$ cat config.mk
export PLATFORM = sky130hd
export DESIGN_NAME = uncached_arbiter
export DESIGN_NICKNAME = d
export VERILOG_FILES = /design/src/rtl/uncached_arbiter_pkg.sv /design/src/rtl/uncached_arbiter_rr_arb2.sv /design/src/rtl/uncached_arbiter.sv
export SDC_FILE = /design/constraint.sdc
export NUM_CORES = 1
export LEC_CHECK = 0
export ABC_AREA = 1
export ABC_CLOCK_PERIOD_IN_PS = 2600
export BUFFER_PORTS_ARGS = -buffer_cell sky130_fd_sc_hd__buf_4
export CORE_MARGIN = 8
export CORE_UTILIZATION = 48
export DETAILED_ROUTE_END_ITERATION = 12
export PLACE_DENSITY = 0.86
export SLEW_MARGIN = 40
export SYNTH_ARGS = -nofsm -noshare
export SYNTH_HDL_FRONTEND = slang
export SYNTH_SLANG_ARGS = --single-unit
$ cat constraint.sdc
create_clock -name clk -period 2.6 [get_ports clk]
set_clock_uncertainty 0.1 [all_clocks]
set_input_delay 0.13 -clock clk [delete_from_list [all_inputs] [get_ports clk]]
set_output_delay 0.13 -clock clk [all_outputs]
set_load 0.05 [all_outputs]
$ cat src/rtl/uncached_arbiter_pkg.sv
// Shared bus types, size/length encodings and FSM states for the uncached arbiter.
package uncached_arbiter_pkg;

    typedef enum logic [2:0] {
        MSIZE1 = 3'd0,
        MSIZE2 = 3'd1,
        MSIZE4 = 3'd2
    } msize_t;

    typedef enum logic [3:0] {
        MLEN1  = 4'd0,
        MLEN2  = 4'd1,
        MLEN4  = 4'd3,
        MLEN8  = 4'd7,
        MLEN16 = 4'd15
    } mlen_t;

    typedef struct packed {
        logic        valid;
        logic [31:0] addr;
    } ibus_req_t;

    typedef struct packed {
        logic        addr_ok;
        logic        data_ok;
        logic [31:0] data;
    } ibus_resp_t;

    typedef struct packed {
        logic        valid;
        logic [31:0] addr;
        msize_t      size;
        logic [3:0]  strobe;
        logic [31:0] data;
    } dbus_req_t;

    typedef struct packed {
        logic        addr_ok;
        logic        data_ok;
        logic [31:0] data;
    } dbus_resp_t;

    typedef struct packed {
        logic        valid;
        logic        is_write;
        msize_t      size;
        logic [31:0] addr;
        logic [3:0]  strobe;
        logic [31:0] data;
        mlen_t       len;
    } cbus_req_t;

    typedef struct packed {
        logic        ready;
        logic        last;
        logic [31:0] data;
    } cbus_resp_t;

    typedef enum logic [2:0] {
        IDLE,
        BUS_I,
        BUS_D,
        RESP_I,
        RESP_D
    } state_t;

    typedef enum logic {
        PORT_I = 1'b0,
        PORT_D = 1'b1
    } port_t;

endpackage

$ cat src/rtl/uncached_arbiter_rr_arb2.sv
// Two-way grant selection: round-robin on contention, optional fixed D priority.
module uncached_arbiter_rr_arb2
    import uncached_arbiter_pkg::*;
#(
    parameter bit FIXED_D = 1'b0
) (
    input  logic clk,
    input  logic reset,
    input  logic en,
    input  logic req_i,
    input  logic req_d,
    output logic grant_i,
    output logic grant_d
);

    port_t last_grant;

    // Pick the winner; on contention favour D unless D won last time.
    always_comb begin
        grant_i = 1'b0;
        grant_d = 1'b0;
        if (en) begin
            if (req_i && req_d) begin
                if (FIXED_D || last_grant == PORT_I) grant_d = 1'b1;
                else                                 grant_i = 1'b1;
            end else begin
                grant_i = req_i;
                grant_d = req_d;
            end
        end
    end

    // Remember the most recent winner.
    always_ff @(posedge clk) begin
        if (reset)        last_grant <= PORT_I;
        else if (grant_d) last_grant <= PORT_D;
        else if (grant_i) last_grant <= PORT_I;
    end

endmodule

$ cat src/rtl/uncached_arbiter.sv
// Funnels uncached instruction/data requests onto a single-beat memory bus, one at a time.
module uncached_arbiter
    import uncached_arbiter_pkg::*;
#(
    parameter int DATA_PRIO = 0
) (
    input  logic       clk,
    input  logic       reset,
    input  ibus_req_t  ireq,
    input  logic       i_uncached,
    output ibus_resp_t iresp,
    input  dbus_req_t  dreq,
    input  logic       d_uncached,
    output dbus_resp_t dresp,
    output cbus_req_t  creq,
    input  cbus_resp_t cresp
);

    state_t      state, state_n;
    cbus_req_t   req_q, req_n;
    logic [31:0] data_q, data_n;
    logic        elig_i, elig_d, arb_en, grant_i, grant_d;

    assign elig_i = ireq.valid & i_uncached;
    assign elig_d = dreq.valid & d_uncached;
    // Arbitration is masked during reset so a held request never sees addr_ok.
    assign arb_en = (state == IDLE) & ~reset;

    uncached_arbiter_rr_arb2 #(
        .FIXED_D (DATA_PRIO != 0)
    ) u_rr_arb2 (
        .clk     (clk),
        .reset   (reset),
        .en      (arb_en),
        .req_i   (elig_i),
        .req_d   (elig_d),
        .grant_i (grant_i),
        .grant_d (grant_d)
    );

    // State, latched request and captured read data.
    always_ff @(posedge clk) begin
        if (reset) begin
            state  <= IDLE;
            req_q  <= '0;
            data_q <= '0;
        end else begin
            state  <= state_n;
            req_q  <= req_n;
            data_q <= data_n;
        end
    end

    // Next state and all port outputs.
    always_comb begin
        state_n = state;
        req_n   = req_q;
        data_n  = data_q;
        iresp   = '0;
        dresp   = '0;
        creq    = '0;
        case (state)
            IDLE: begin
                if (grant_d) begin
                    dresp.addr_ok = 1'b1;
                    req_n = '{valid: 1'b1, is_write: |dreq.strobe, size: dreq.size,
                              addr: dreq.addr, strobe: dreq.strobe, data: dreq.data,
                              len: MLEN1};
                    state_n = BUS_D;
                end else if (grant_i) begin
                    iresp.addr_ok = 1'b1;
                    req_n = '{valid: 1'b1, is_write: 1'b0, size: MSIZE4,
                              addr: ireq.addr, strobe: 4'b0000, data: '0,
                              len: MLEN1};
                    state_n = BUS_I;
                end
            end
            BUS_I, BUS_D: begin
                creq = req_q;
                if (cresp.ready && cresp.last) begin
                    data_n  = cresp.data;
                    state_n = (state == BUS_I) ? RESP_I : RESP_D;
                end
            end
            RESP_I: begin
                if (!reset) begin
                    iresp.data_ok = 1'b1;
                    iresp.data    = data_q;
                end
                state_n = IDLE;
            end
            RESP_D: begin
                if (!reset) begin
                    dresp.data_ok = 1'b1;
                    dresp.data    = data_q;
                end
                state_n = IDLE;
            end
            default: state_n = IDLE;
        endcase
    end

endmodule

==> results.ini <==
[sta]
hold_viol_final = 0
rsz0062_at_grt = no
setup_viol_count_final = 0
slew_viol_final = 0
whs_ns = 0.0158
clock.fmax_mhz = 412
min_period_ns = 2.43
min_period_over_period_pct = 93.4
maxSlewHeadroom_pct = 48.3
tightest_slew_ns = 0.776
fin_tns_setup_ns = 0

[final_layout]
final_layout_size_suffix_gt1_share_pct = 26.4
area_growth_pct = 70.1
nNetsFinal = 1366
final_design_area_no_fill_um2 = 8940

[clocking]
cts_sinks = 109
clock-root-buffer = clkbuf_8
clk_pin_slew_ns = 0.11
cts_buffers = 9
cts_resized = 0
cts_htree_levels = 3
worstSkewPairLatency_ns = 0.36
cts_buffer_depth = 2
cts_tree = built

[synthesis]
yosysMostFrequentCell = nor2_1
synthTopCellsByArea = dfxtp_1, nor2_1, nand2_1, inv_1, a21oi_1
synth_top_area_share_pct = 41.5
ys.flop_type = dfxtp_1
synth_cells = 837
yosys-top-cells-count = nor2_1, nand2_1, inv_1
synth.cell_area_um2 = 5260
yosysWarnings = 0
syn_avg_cell_area_um2 = 6.28
synth_top_cell_by_area = dfxtp_1
ys_ff_latch = 109
ys_types = 22
synth_edf_count = 0
synth-seq-area-share_pct = 41.5
ys_async_sr_fraction_pct = 0

[detailed_routing]
route.antenna.remaining_nets = 0
via_per_inst = 5.02
drt-wirelength-per-cell_um = 16.2
drt_iter0_markers = 574
vias = 6887
drc = 0
drt_pre_antenna_iters = 5
wirelength_um = 22200

[worst_hold_path]
hp-start = cresp[4]
hold_path.class = in2reg
hold_end = data_q[4]$_SDFFE_PP0P_
whs_path_depth = 3

[setup_path]
r2r.worst_path.cells = 10
crit_fanout = 33
cp-end-kind = register
r2r-start = state[2]$_SDFFE_PP0P_
crit_family = buffers and inverters
rrSetupSlack_ns = 0.21
path_cells = dlygate4sd3_1 > buf_4 > nor2_4 > nand2_4 > nor2_4 > nand2_4 > inv_2 > nand2_1 > nand2_1 > dlygate4sd3_1 > nor2_1 > nor2_1
slowest_delay_ns = 0.58
reg2reg_to = req_q[41]$_SDFFE_PP0P_
slowest_stage = dlygate4sd3_1
arrival_ns = 2.63
critPathRequiredTime_ns = 2.80
worst-setup-path-type = in2reg
worst-path-buf-inv = 4
start_kind = primary input

[global_routing]
track_usage_pct = 29.4
overflow = 0
antenna_found_initial = 2
grt_pass1_vias = 7018
grt_pass1_wl_um = 34500
grt_max_degree = 73

[floorplanning]
io_pins = 288
start_util_pct = 48.9
dieArea_um2 = 14600
core_um2 = 10700
rows = 38
die_w_um = 121
fp.dieH_um = 121

[placement]
gp_congestion = 0.822
place_area_um2 = 7400
hpwlAfterDp_um = 12600
port-buffer-count = 283

[power]
p_leak_nw = 4.14
total_power_mw = 4.98
peakVddDrop_mv = 0.397
power_density_nw_per_um2 = 557

[status]
status = completed

[job]
maxCapViolCount = 0

repair_timing:
item,in CTS,in global routing
hold buffers,133,0
endpoints found under the setup margin,0,0
buffers inserted,0,0
endpoints found under the hold margin,105,0
final cells by class:
| type | count | area, µm² |
|---|---|---|
| inverters | 117 | 439 |
| diodes | 3 | 7.51 |
| flip-flops and latches | 109 | 2180 |
| fillers | 621 | 1810 |
| well taps | 140 | 175 |
| clock buffers | 9 | 124 |
| multi-input cells | 558 | 2360 |
| repair buffers | 428 | 3570 |
| clock inverters | 7 | 80.1 |
cells in the final DEF (no fill, tap or decap), types with 2 or more instances in the layout:
cell type / count
buf_4: 293
nor2_1: 241
nand2_1: 147
dlygate4sd3_1: 133
inv_1: 113
dfxtp_1: 109
a21oi_1: 73
nand3_1: 44
o21ai_0: 33
clkbuf_8: 9
inv_2: 4
nor2_4: 4
conb_1: 4
diode_2: 3
nand2_4: 2
nor3_1: 2
o21ai_1: 2
inv_6: 2
buf_12: 2
registers in the layout (all words and copies together), names as in the netlist:
signal,count
u_rr_arb2.last_grant,1
req_q,73
state,3
data_q,32
routing by layer:
layer  GRT usage, %  wire length [µm]
met5              0                 0
met4           17.3               944
met3           10.1              2110
met2           50.8             11000
met1           30.3              8200
worst max-delay path by stage:
stage          slack [ns]  cells after the start                  start                       to
6_report             0.17                     12                  reset   req_q[41]$_SDFFE_PP0P_
5_1_grt              0.04                     12                  reset   req_q[41]$_SDFFE_PP0P_
4_1_cts              0.33                     12                  reset   req_q[42]$_SDFFE_PP0P_
3_5_place_dp         0.61                      7  state[2]$_SDFFE_PP0P_  data_q[14]$_SDFFE_PP0P_
3_3_place_gp         0.69                      7  state[2]$_SDFFE_PP0P_  data_q[12]$_SDFFE_PP0P_
2_1_floorplan        0.79                      6  state[2]$_SDFFE_PP0P_                 creq[10]
worst min-delay path: stages:
cell	delay, ns
buf_4	0.07
o21ai_0	0.09
a21oi_1	0.15
report_power, final:
part	switching, mW	internal, mW
logic	1.23	0.711
registers	0.0863	1.88
clock network	0.611	0.460
cell families (layout without fill, tap and decap cells):
| group | after synthesis | after routing | share of synthesized area, % |
|---|---|---|---|
| AO/OA/AOI/OAI | 111 | 111 | 10.7 |
| buffers and inverters | 173 | 561 | 13.8 |
| AND/OR/NAND/NOR | 443 | 443 | 33.9 |
| flip-flops | 109 | 109 | 41.5 |
| other | 1 | 7 | 0.0713 |
stage by stage:
stage	worst slack, ns	std cells	utilization [%]
after detailed placement	0.612	1219	68.8
after global routing	0.0374	1370	83.2
final	0.171	1371	83.2
after CTS	0.330	1368	83.1
after global placement	0.689	1219	68.8
after floorplan	0.790	840	-
No activity file was read; power rests on OpenSTA's default activity.
